File: src/rtl/rst_button_conditioner.sv
// Reset conditioner: synchronises and debounces two reset buttons, gates release on clock lock,
// stretches the core reset and lags the peripheral release. Cause capture enabled by RST_COND_CAUSE_EN.
module rst_button_conditioner #(
    parameter int DEBOUNCE_CYCLES = 16000,
    parameter int STRETCH_CYCLES  = 256,
    parameter int PERIPH_LAG      = 16,
    parameter int CNT_W           = 16
) (
    input  logic       clk,
    input  logic       rst_n,
    input  logic       fpga_rst_btn,
    input  logic       mcu_rst_btn_n,
    input  logic       mmcm_locked,
    output logic       sys_rst_n,
    output logic       periph_rst,
    output logic [1:0] rst_cause
);
    localparam logic [CNT_W-1:0] DB_LAST  = CNT_W'(DEBOUNCE_CYCLES - 1);
    localparam logic [CNT_W-1:0] ST_LAST  = CNT_W'(STRETCH_CYCLES - 1);
    localparam logic [CNT_W-1:0] LAG_LAST = CNT_W'(PERIPH_LAG - 1);

    typedef enum logic [2:0] {
        S_HOLD,
        S_WAIT_LOCK,
        S_STRETCH,
        S_LAG,
        S_RUN
    } state_t;

    // Bit 0: FPGA button, bit 1: MCU button (active low), bit 2: clock lock.
    logic [2:0]       r_sync1;
    logic [2:0]       r_sync2;
    logic [1:0]       w_btn_s;
    logic [1:0]       w_btn_db;
    logic             w_locked_s;
    logic             w_press;
    logic             w_abort;
    state_t           r_state;
    state_t           w_state_next;
    logic [CNT_W-1:0] r_cnt;
    logic [CNT_W-1:0] w_cnt_next;
    logic             r_sys_rst_n;
    logic             r_periph_rst;

    always_ff @(posedge clk or negedge rst_n) begin
        if (!rst_n) begin
            r_sync1 <= '0;
            r_sync2 <= '0;
        end else begin
            r_sync1 <= {mmcm_locked, mcu_rst_btn_n, fpga_rst_btn};
            r_sync2 <= r_sync1;
        end
    end

    assign w_btn_s    = {~r_sync2[1], r_sync2[0]};
    assign w_locked_s = r_sync2[2];

    genvar gi;
    generate
        for (gi = 0; gi < 2; gi++) begin : g_debounce
            logic [CNT_W-1:0] r_db_cnt;
            logic             r_db;

            always_ff @(posedge clk or negedge rst_n) begin
                if (!rst_n) begin
                    r_db_cnt <= '0;
                    r_db     <= 1'b0;
                end else if (w_btn_s[gi] != r_db) begin
                    if (r_db_cnt == DB_LAST) begin
                        r_db     <= w_btn_s[gi];
                        r_db_cnt <= '0;
                    end else begin
                        r_db_cnt <= r_db_cnt + CNT_W'(1);
                    end
                end else begin
                    r_db_cnt <= '0;
                end
            end

            assign w_btn_db[gi] = r_db;
        end
    endgenerate

    assign w_press = |w_btn_db;
    assign w_abort = w_press | ~w_locked_s;

    always_comb begin
        w_state_next = r_state;
        w_cnt_next   = r_cnt;
        case (r_state)
            S_HOLD: begin
                w_state_next = S_WAIT_LOCK;
                w_cnt_next   = '0;
            end
            S_WAIT_LOCK: begin
                w_cnt_next = '0;
                if (!w_abort) w_state_next = S_STRETCH;
            end
            S_STRETCH: begin
                if (w_abort) begin
                    w_state_next = S_WAIT_LOCK;
                    w_cnt_next   = '0;
                end else if (r_cnt == ST_LAST) begin
                    w_state_next = S_LAG;
                    w_cnt_next   = '0;
                end else begin
                    w_cnt_next = r_cnt + CNT_W'(1);
                end
            end
            S_LAG: begin
                if (w_abort) begin
                    w_state_next = S_WAIT_LOCK;
                    w_cnt_next   = '0;
                end else if (r_cnt == LAG_LAST) begin
                    w_state_next = S_RUN;
                    w_cnt_next   = '0;
                end else begin
                    w_cnt_next = r_cnt + CNT_W'(1);
                end
            end
            S_RUN: begin
                if (w_abort) w_state_next = S_WAIT_LOCK;
            end
            default: begin
                w_state_next = S_HOLD;
                w_cnt_next   = '0;
            end
        endcase
    end

    // Outputs follow the next state so assertion of both resets lands on one edge.
    always_ff @(posedge clk or negedge rst_n) begin
        if (!rst_n) begin
            r_state      <= S_HOLD;
            r_cnt        <= '0;
            r_sys_rst_n  <= 1'b0;
            r_periph_rst <= 1'b1;
        end else begin
            r_state      <= w_state_next;
            r_cnt        <= w_cnt_next;
            r_sys_rst_n  <= (w_state_next == S_LAG) || (w_state_next == S_RUN);
            r_periph_rst <= (w_state_next != S_RUN);
        end
    end

    assign sys_rst_n  = r_sys_rst_n;
    assign periph_rst = r_periph_rst;

`ifdef RST_COND_CAUSE_EN
    // Survives rst_n on purpose; starts at 00 from the power-on register value.
    logic [1:0] r_cause = 2'b00;
    logic       w_leaving;

    assign w_leaving = w_abort &&
        ((r_state == S_STRETCH) || (r_state == S_LAG) || (r_state == S_RUN));

    always_ff @(posedge clk) begin
        if (w_leaving) begin
            if (!w_locked_s)     r_cause <= 2'b01;
            else if (w_btn_db[0]) r_cause <= 2'b10;
            else                 r_cause <= 2'b11;
        end
    end

    assign rst_cause = r_cause;
`else
    assign rst_cause = 2'b00;
`endif

endmodule

File: config.mk
export PLATFORM = sky130hd
export DESIGN_NAME = rst_button_conditioner
export DESIGN_NICKNAME = d
export VERILOG_FILES = /design/src/rtl/rst_button_conditioner.sv
export SDC_FILE = /design/constraint.sdc
export NUM_CORES = 1
export LEC_CHECK = 0
export ABC_AREA = 1
export CAP_MARGIN = 20
export CORE_MARGIN = 1.5
export CORE_UTILIZATION = 46
export CTS_BUF_LIST = sky130_fd_sc_hd__clkbuf_16
export DETAILED_ROUTE_END_ITERATION = 8
export PLACE_DENSITY = 0.62
export RECOVER_POWER = 50
export SKIP_LAST_GASP = 1
export SYNTH_ARGS = -nofsm -noshare
export SYNTH_HDL_FRONTEND = slang
export SYNTH_SLANG_ARGS = --single-unit
File: constraint.sdc
create_clock -name clk -period 1.61 [get_ports clk]
set_input_delay 0.322 -clock clk [delete_from_list [all_inputs] [get_ports clk]]
set_output_delay 0.322 -clock clk [all_outputs]
set_load 0.01 [all_outputs]
==> impl_metrics.toml, run 1 <==
[worst_setup_path]
startpoint = "r_cnt[0]"
timing.rr.start = "r_cnt[0]"
crit_arrival_ns = 1.76
worstSetupStartpointType = "flop"
worstPathMaxFanout = 7
crit_required_ns = 1.82
end_kind = "flop"
criticalPathCategory = "flop to flop"

[floorplanning]
die_w_um = 88.4
io_pins = 9
num_rows = 30
start_util_pct = 48.6
die_area_mm2 = 0.00782
die_h_um = 88.4
core_area_mm2 = 0.00691

[route]
ant_nets = 0
drtIter0Drc = 114
routedWlPerCell_um = 12.6
drt_first_pass_iters = 4
num_vias = 2672
drc = 0
routed_wl_um = 6830
via_per_inst = 4.95

[job]
maxCapViolCount = 0

[layout]
area_growth_pct = 17.5
antenna_cells = 0
final_cell_mix = "86 x nand2_1, 60 x dfrtp_1, 56 x nor2_1, 46 x inv_1, 26 x nand3_1"
stdcell_count = 540
drive_gt1_share_pct = 19.1
final_common_cell = "nand2_1"
final_core_utilization_pct = 57.1
nets = 447
finalInstanceArea_mm2 = 0.00394

[timing]
worst_slew_pin_slew_ns = 1.33
final_hold_viol_count = 0
rsz0062_at_grt = "true"
slew_headroom_pct = 11.4
finalCritPeriodShare_pct = 96.5
fin_crit_ns = 1.55
max_freq_mhz = 644
finClkSkew_ns = 0.00746
finalSetupViolCount = 0
final_max_slew_viol_count = 0

[run_status]
outcome = "completed"

[global_routing]
grt_antenna_before_repair = 0
grt_max_degree = 62
globalRouteTotalUtil_pct = 19.7
grt_pass1_vias = 2596
grt_pass1_wl_um = 11600
grt_overflow = 0

[synth]
synth_compound_area_share_pct = 3.39
yosys.area_share.simple_pct = 36.2
yosysSeqAreaShare_pct = 45.5
yosys_register_bits = 61
synth-edff-count = 0
synth.distinct_cells = 36
syn_area_per_cell_um2 = 8.11
muxShareOfSynthArea_pct = 0
synthFlopType = "dfrtp_1"
synth_top_family_by_area = "simple AND/OR/NAND/NOR gates"
ys_warn_count = 0
synth_cells = 414
synth_xor_xnor_area_share_pct = 6.23
yosys.area_share.adder_pct = 1.12
async_flop_share_pct = 100
synth_area_mm2 = 0.00336

[pwr]
vdd_ir_drop_max_mv = 0.577
power_density_mw_per_mm2 = 1050
power.leakage_nw = 1.85
p_total_w = 0.00414

[hold_path]
min-delay-start = "r_sync1[0]"
hold_class = "flop to flop"

[clocking]
cts_root_buf = "clkbuf_16"
cts_tree = "built"
clockBufferDepth = 2
insertion_delay_ns = 0.32
cts_sinks = 61
clkTransAtPathRegs_ns = 0.06
htreeDepth = 3
cts_buffers = 9

[placement]
dpl.hpwl_um = 4800
globalplace.congestion = 0.868
portBuffers = 6
dp.cells = 520
place_area_mm2 = 0.00357
[registers in the layout (all words and copies together), names as in the netlist]
name / flops
g_debounce.r_db_cnt: 32
r_cnt: 16
r_state: 3
r_sync1: 3
r_sync2: 3
g_debounce.r_db: 2
periph_rst: 1
sys_rst_n: 1
[cells in the mapped netlist (2+ instances only)]
cell | n | area (µm²)
a21oi_1 | 10 | 50.1
buf_4 | 3 | 22.5
clkinv_1 | 2 | 7.51
dfrtp_1 | 60 | 1500
ha_1 | 3 | 37.5
inv_1 | 44 | 165
inv_2 | 10 | 37.5
nand2_1 | 88 | 330
nand2_2 | 9 | 56.3
nand2_4 | 2 | 22.5
nand3_1 | 26 | 130
nand3_2 | 5 | 50.1
nand4_1 | 20 | 125
nor2_1 | 56 | 210
nor2_2 | 19 | 119
nor2_4 | 4 | 45.0
nor3_1 | 8 | 40.0
nor3b_1 | 3 | 22.5
o21ai_0 | 3 | 15.0
o21ai_1 | 2 | 10.0
o21bai_1 | 2 | 15.0
xnor2_1 | 7 | 61.3
xor2_1 | 15 | 131
[stage by stage]
| stage | worst slack [ns] | hold WS, ns | TNS [ns] |
|---|---|---|---|
| after global routing | -0.0474 | 0.365 | -0.374 |
| after CTS | 0.00841 | 0.0140 | 0 |
| after global placement | 0.0770 | 0.335 | 0 |
| after detailed placement | 0.00376 | 0.342 | 0 |
| after floorplan | 0.233 | 0.0264 | 0 |
| final | 0.0562 | 0.350 | 0 |
[power breakdown]
part | switching [W] | total, W | internal (W)
Sequential | 0.0000610 | 0.00166 | 0.00160
Clock | 0.000662 | 0.00200 | 0.00133
Combinational | 0.000308 | 0.000480 | 0.000172
Total | 0.00103 | 0.00414 | 0.00311
[repair_timing]
item                       in CTS  in global routing
setup endpoints to repair       2                 24
hold endpoints to repair        0                  0
gates resized for setup         2                 13
gates cloned                    0                  1
hold buffers                    0                  0
buffers inserted                0                  3
pin swaps                       0                  2
[layer usage]
layer	track usage, %	routed length [µm]	up-vias
met4	4.69	57	0
met3	5.88	175	7
met2	32.8	3390	26
met1	25.4	3210	1276
li1	-	-	1363
met5	0	0	-
[cell families (layout without fill, tap and decap cells)]
| logic type | count (synthesis) | after routing |
|---|---|---|
| adder cells (fa/ha/maj) | 3 | 3 |
| buffers and inverters | 61 | 89 |
| other | 1 | 2 |
| XOR/XNOR | 23 | 23 |
| AO/OA/AOI/OAI | 20 | 20 |
| AND/OR/NAND/NOR | 245 | 246 |
| flip-flops | 61 | 61 |
[worst max-delay path, stage by stage (launching register included)]
cell and delay [ns]:
dfrtp_1 0.39, ha_2 0.22, nand2_2 0.08, nor2_4 0.12
inv_2 0.06, nor2_4 0.10, nand2_2 0.08, nand3_4 0.09
nand3_4 0.14, inv_8 0.13, nor2_2 0.04
[cell type report]
| type | instances | area [µm²] |
|---|---|---|
| Clock buffer | 9 | 225 |
| Clock inverter | 7 | 83.8 |
| Fill cell | 635 | 2960 |
| Inverter | 57 | 221 |
| Multi-Input combinational cell | 294 | 1640 |
| Sequential cell | 61 | 1530 |
| Tap cell | 96 | 120 |
| Timing Repair Buffer | 16 | 126 |
[worst paths after layout]
| check | end | cells after the start | slack [ns] |
|---|---|---|---|
| setup / recovery | r_cnt[4] | 10 | 0.06 |
| hold / removal | r_sync2[0] | 0 | 0.35 |
| setup reg to reg | r_cnt[4] | 10 | 0.06 |
| hold reg to reg | r_sync2[0] | 0 | 0.35 |
| max in group asynchronous | r_cnt[12] | 2 | 0.41 |
| min in group asynchronous | g_debounce[0].r_db_cnt[4] | 2 | 0.37 |
(Power assumes the default switching activity.)
==> run 2, diff against run 1 <==
Settings changed: ABC_AREA 1 to not set, PLACE_DENSITY 0.62 to 0.63.
==> run 2 against run 1 <==
The run now ends with setup timing left. Count of clock-buffer cells in the layout did not move. Critical endpoint is now r_cnt[11]. Flip-flop and latch count did not move. Area after synthesis fell by 15%. Largest cell class is now sequential cells.
==> impl_metrics.toml, run 2 <==
[run_status]
outcome = "complete, but fails checks"
violations = "setup timing"

[floorplanning]
die_w_um = 81.9
die_h_um = 81.9
die_area_mm2 = 0.00670
num_rows = 28
core_area_mm2 = 0.00596
start_util_pct = 48.0
io_pins = 9

[synth]
synth.distinct_cells = 39
ys_top_cells_by_area = "dfrtp_1 52%, xor2_1 6.4%, nor2_1 6.0%"
ys_warn_count = 0
yosys.area_share.simple_pct = 24.6
synth_xor_xnor_area_share_pct = 10.7
syn_area_per_cell_um2 = 9.93
yosys.area_share.adder_pct = 1.31
synth-edff-count = 0
synthFlopType = "dfrtp_1"
synth_top_area_share_pct = 52.5
async_flop_share_pct = 100
yosysTopAreaCell = "dfrtp_1"
synthTopCellsByCount = "60 x dfrtp_1, 46 x nor2_1, 25 x nand2_1, 23 x nand3_1, 21 x xor2_1"
yosysSeqAreaShare_pct = 53.4
yosys_register_bits = 61
synth_compound_area_share_pct = 6.17
synth_area_mm2 = 0.00286
yosysMostFrequentCell = "dfrtp_1"
synth_top_family_by_area = "simple AND/OR/NAND/NOR gates"
synth_cells = 288
muxShareOfSynthArea_pct = 0.744

[clocking]
clockBufferDepth = 2
clkTransAtPathRegs_ns = 0.05
htreeDepth = 3
cts_sinks = 61
cts_buffers = 9
cts_root_buf = "clkbuf_16"
cts_tree = "built"
insertion_delay_ns = 0.33

[route]
routedWlPerCell_um = 14.1
drc = 0
drt_first_pass_iters = 4
ant_nets = 0
via_per_inst = 5.23
routed_wl_um = 6020
drtIter0Drc = 152
num_vias = 2232

[timing]
layout_setup_ws_ns = -0.612
max_freq_mhz = 450
finalSetupViolCount = 21
worst_slew_pin_slew_ns = 0.803
final_max_slew_viol_count = 0
rsz0062_at_grt = "true"
fin_crit_ns = 2.22
finalCritPeriodShare_pct = 138
finalSetupTns_ns = -10.61
final_hold_viol_count = 0
finClkSkew_ns = 0.0116
slew_headroom_pct = 46.5
holdWs_ns = 0.342

[pwr]
power_density_mw_per_mm2 = 995
vdd_ir_drop_max_mv = 0.756
power.leakage_nw = 1.73

[job]
maxCapViolCount = 0

[worst_setup_path]
reg2reg_depth = 5
criticalPathCategory = "flop to flop"
path_cells = "or4_4 -> or4b_4 -> o2bb2ai_4 -> and3_4 -> a221o_1"
end_kind = "flop"
max_stage_delay_ns = 0.59
worstPathMaxFanout = 5
cp_slowest_cell = "or4b_4"
crit_required_ns = 1.82
crit_arrival_ns = 2.43
worstSetupStartpointType = "flop"

[layout]
top_regs = "g_debounce.r_db_cnt: 32 flops, r_cnt: 16 flops"
drive_gt1_share_pct = 22.4
largest_reg_flops = 32
final_cell_mix = "60 x dfrtp_1, 45 x nor2_1, 44 x buf_4, 24 x nand2_1, 22 x nand3_1"
nets = 355
antenna_cells = 0
final_common_cell = "dfrtp_1"
finalInstanceArea_mm2 = 0.00372
regMostFlops = "g_debounce.r_db_cnt"
area_growth_pct = 30.2
fillerInstances = 489

[placement]
place_area_mm2 = 0.00334
portBuffers = 6
dpl.hpwl_um = 3970
globalplace.congestion = 0.759

[global_routing]
grt_max_degree = 23
grt_antenna_before_repair = 0
grt_pass1_vias = 2181
grt_overflow = 0
grt_pass1_wl_um = 9980
globalRouteTotalUtil_pct = 20.1

[hold_path]
hold_class = "flop to flop"
whs_path_depth = 0
==> run 2: cell types whose count changed in the layout (fill, tap and decap cells not counted), sizes merged, moves of 4 or more <==
cell / previous run / this run
nand2: 100 / 25
inv: 57 / 8
buf: 11 / 46
nor2: 79 / 47
nand4: 20 / 5
and3: 0 / 13
nand3: 32 / 23
nor4: 0 / 7
xnor2: 8 / 14
xor2: 15 / 21
dlygate4sd3: 0 / 4
==> run 2: through the flow <==
stage | worst slack, ns | cells | total power, W | utilization [%]
2_1_floorplan | -0.601 | 289 | 0.00176 | -
3_3_place_gp | -0.608 | 406 | 0.00189 | 56.2
3_5_place_dp | -0.629 | 406 | 0.00190 | 56.2
4_1_cts | -0.605 | 424 | 0.00374 | 62.0
5_1_grt | -0.643 | 427 | 0.00384 | 62.5
6_report | -0.612 | 427 | 0.00371 | 62.5
==> run 2: path summary, 6_finish.rpt <==
check	startpoint	end	slack, ns
max	r_cnt[12]	r_cnt[11]	-0.61
min	r_sync1[1]	r_sync2[1]	0.34
max reg2reg	r_cnt[12]	r_cnt[11]	-0.61
min reg2reg	r_sync1[1]	r_sync2[1]	0.34
max in group asynchronous	rst_n	r_sync1[1]	0.14
min in group asynchronous	rst_n	r_cnt[5]	0.59
==> run 2: worst max-delay path, delay by kind of cell (launching register included) <==
| kind | cells | cell delay, ns |
|---|---|---|
| AOI/OAI and AO/OA | 2 | 0.44 |
| DFF | 1 | 0.38 |
| and+or+nand+nor | 3 | 1.29 |
==> run 2: repair_timing <==
action                                  4_1_cts  5_1_grt
hold buffers                                  1        0
endpoints found under the setup margin       22       36
gates cloned                                  1        0
endpoints found under the hold margin        10        0
resized for setup                             6        9
setup buffers                                 0        3
pin swaps                                     2        5
==> run 2: where the power goes <==
group	internal [W]	leakage, nW	switching [W]
logic	0.000127	0.762	0.000141
registers	0.00158	0.822	0.0000352
clock network	0.00117	0.148	0.000651
==> run 2: cell families (layout without fill, tap and decap cells) <==
kind of cell               count (synthesis)  in the layout
and+or+nand+nor                          143            143
muxes                                      2              2
buffers and inverters                     16             78
other                                      1              2
xor gates and xnor gates                  35             35
adders and majority gates                  3              3
AOI/OAI and AO/OA                         27             28
DFF                                       61             61
==> run 2: area by class of cell <==
class	count	area [µm²]	area share, %
Inverter	7	26.3	0.706
Tap cell	75	93.8	2.52
Sequential cell	61	1530	41.0
Timing Repair Buffer	55	448	12.0
Clock inverter	7	57.6	1.55
Clock buffer	9	225	6.05
Multi-Input combinational cell	213	1350	36.1
==> run 2: layer usage <==
layer  global-route usage (%)  up-vias  routed length (µm)
met1                     25.5     1085                2760
met3                     3.67       10                 138
li1                         -     1111                   -
met2                     33.4       26                3060
met4                     9.15        0                  75
met5                        0        -                   0
==> run 3, diff against run 2 <==
Settings changed: CORE_UTILIZATION 46 to 60, PLACE_DENSITY 0.63 to 0.78.
==> run 3 against run 2 <==
The run still ends with setup timing left. Non-clock buffer count grew 1. Final cell count shrank 5.4%. Combinational power shrank 2%.
==> impl_metrics.toml, run 3 (synthesis gave the netlist of run 2 again) <==
[timing]
holdWs_ns = 0.354
fin_crit_ns = 2.25
finalSetupTns_ns = -11.89
finClkSkew_ns = 0.00552
worst_slew_pin_slew_ns = 1.31
finalSetupViolCount = 21
layout_setup_ws_ns = -0.643
slew_headroom_pct = 12.5
final_hold_viol_count = 0
finalCritPeriodShare_pct = 140
max_freq_mhz = 444
rsz0062_at_grt = "true"
final_max_slew_viol_count = 0

[worst_setup_path]
max_stage_delay_ns = 0.55
cp_common_cell = "buf_4"
worstPathMaxFanout = 8
criticalPathCategory = "flop to flop"
path_cells = "or4_4 -> buf_4 -> buf_6 -> nor4_4 -> buf_4 -> o2bb2ai_4 -> and3_4 -> a221o_1"
worstSetupStartpointType = "flop"
crit_family = "simple AND/OR/NAND/NOR gates"
crit_required_ns = 1.82
cp_slowest_cell = "or4_4"
cp_num_buf_inv = 3
crit_arrival_ns = 2.46
end_kind = "flop"

[floorplanning]
start_util_pct = 63.9
die_h_um = 72.0
num_rows = 24
io_pins = 9
die_area_mm2 = 0.00519
core_area_mm2 = 0.00447
die_w_um = 72.0

[placement]
dpl.hpwl_um = 3710
globalplace.congestion = 0.832
place_ws_ns = -0.662
portBuffers = 6

[route]
ant_nets = 0
drtIter0Drc = 157
drt_first_pass_iters = 4
num_vias = 2351
routed_wl_um = 6780
via_per_inst = 5.82
routedWlPerCell_um = 16.8
drc = 0

[layout]
area_growth_pct = 32.4
antenna_cells = 0
nets = 355
final_core_utilization_pct = 84.6
largest_reg_flops = 32
drive_gt1_share_pct = 25.0
top_regs = "g_debounce.r_db_cnt: 32 flops, r_cnt: 16 flops"
final_cell_mix = "60 x dfrtp_1, 45 x nor2_1, 45 x buf_4, 24 x nand2_1, 22 x nand3_1"
final_common_cell = "dfrtp_1"
regMostFlops = "g_debounce.r_db_cnt"

[pwr]
power.leakage_nw = 1.78
p_total_w = 0.00419
power_density_mw_per_mm2 = 1110
vdd_ir_drop_max_mv = 1.17

[run_status]
violations = "setup timing"
outcome = "complete, but fails checks"

[global_routing]
grt_max_degree = 62
grt_pass1_wl_um = 10500
grt_pass1_vias = 2336
globalRouteTotalUtil_pct = 26.5
grt_antenna_before_repair = 0
grt_overflow = 0

[job]
maxCapViolCount = 0

[clocking]
clkTransAtPathRegs_ns = 0.05
cts_tree = "built"
htreeDepth = 3
cts_sinks = 61
clockBufferDepth = 2
insertion_delay_ns = 0.33
cts_root_buf = "clkbuf_16"
cts_buffers = 9

[hold_path]
hold_class = "flop to flop"
## run 3: worst reg2reg max path, delay by kind of cell, from the launching register on
| kind | cells | cell delay [ns] |
|---|---|---|
| flip-flops | 1 | 0.38 |
| AND/OR/NAND/NOR | 3 | 0.96 |
| buffers and inverters | 3 | 0.45 |
| AO/OA/AOI/OAI | 2 | 0.35 |
## run 3: what timing repair did
item	CTS	global route
setup buffers	3	4
hold buffers	0	0
endpoints found under the setup margin	22	37
resized for setup	10	14
pin swaps	6	4
## run 3: path summary, 6_finish.rpt
check | start | end | slack (ns) | cells past startpoint
max in group asynchronous | rst_n | g_debounce[1].r_db_cnt[10] | 0.42 | 2
setup reg to reg | r_cnt[9] | r_cnt[11] | -0.64 | 8
hold / removal | r_sync1[0] | r_sync2[0] | 0.35 | 0
min in group asynchronous | rst_n | r_state[2] | 0.39 | 2
hold reg to reg | r_sync1[0] | r_sync2[0] | 0.35 | 0
setup / recovery | r_cnt[9] | r_cnt[11] | -0.64 | 8
## run 3: report_power, final
group	total, W	switching (W)	internal (W)
registers	0.00161	0.0000306	0.00158
clock network	0.00232	0.000659	0.00166
logic	0.000263	0.000145	0.000118
total	0.00419	0.000835	0.00336
## run 3: stage by stage
stage / instances / area (µm²)
4_1_cts: 400 / 3700
2_1_floorplan: 289 / 2860
3_3_place_gp: 381 / 3280
5_1_grt: 404 / 3790
6_report: 404 / 3790
3_5_place_dp: 381 / 3280
## run 3: cell type report
cell class	count	area, µm²
sequential	61	1530
multi-input combinational	212	1360
fill	214	687
timing repair buffer	56	450
clock buffer	9	225
clock inverter	7	138
tap	52	65.1
inverter	7	26.3
## run 3: layer usage
| layer | routed length, µm | track usage (%) | up-vias |
|---|---|---|---|
| li1 | - | - | 1118 |
| met1 | 2880 | 32.5 | 1141 |
| met2 | 3360 | 44.7 | 71 |
| met3 | 339 | 5.00 | 21 |
| met4 | 198 | 14.3 | 0 |
| met5 | 0 | 0 | - |
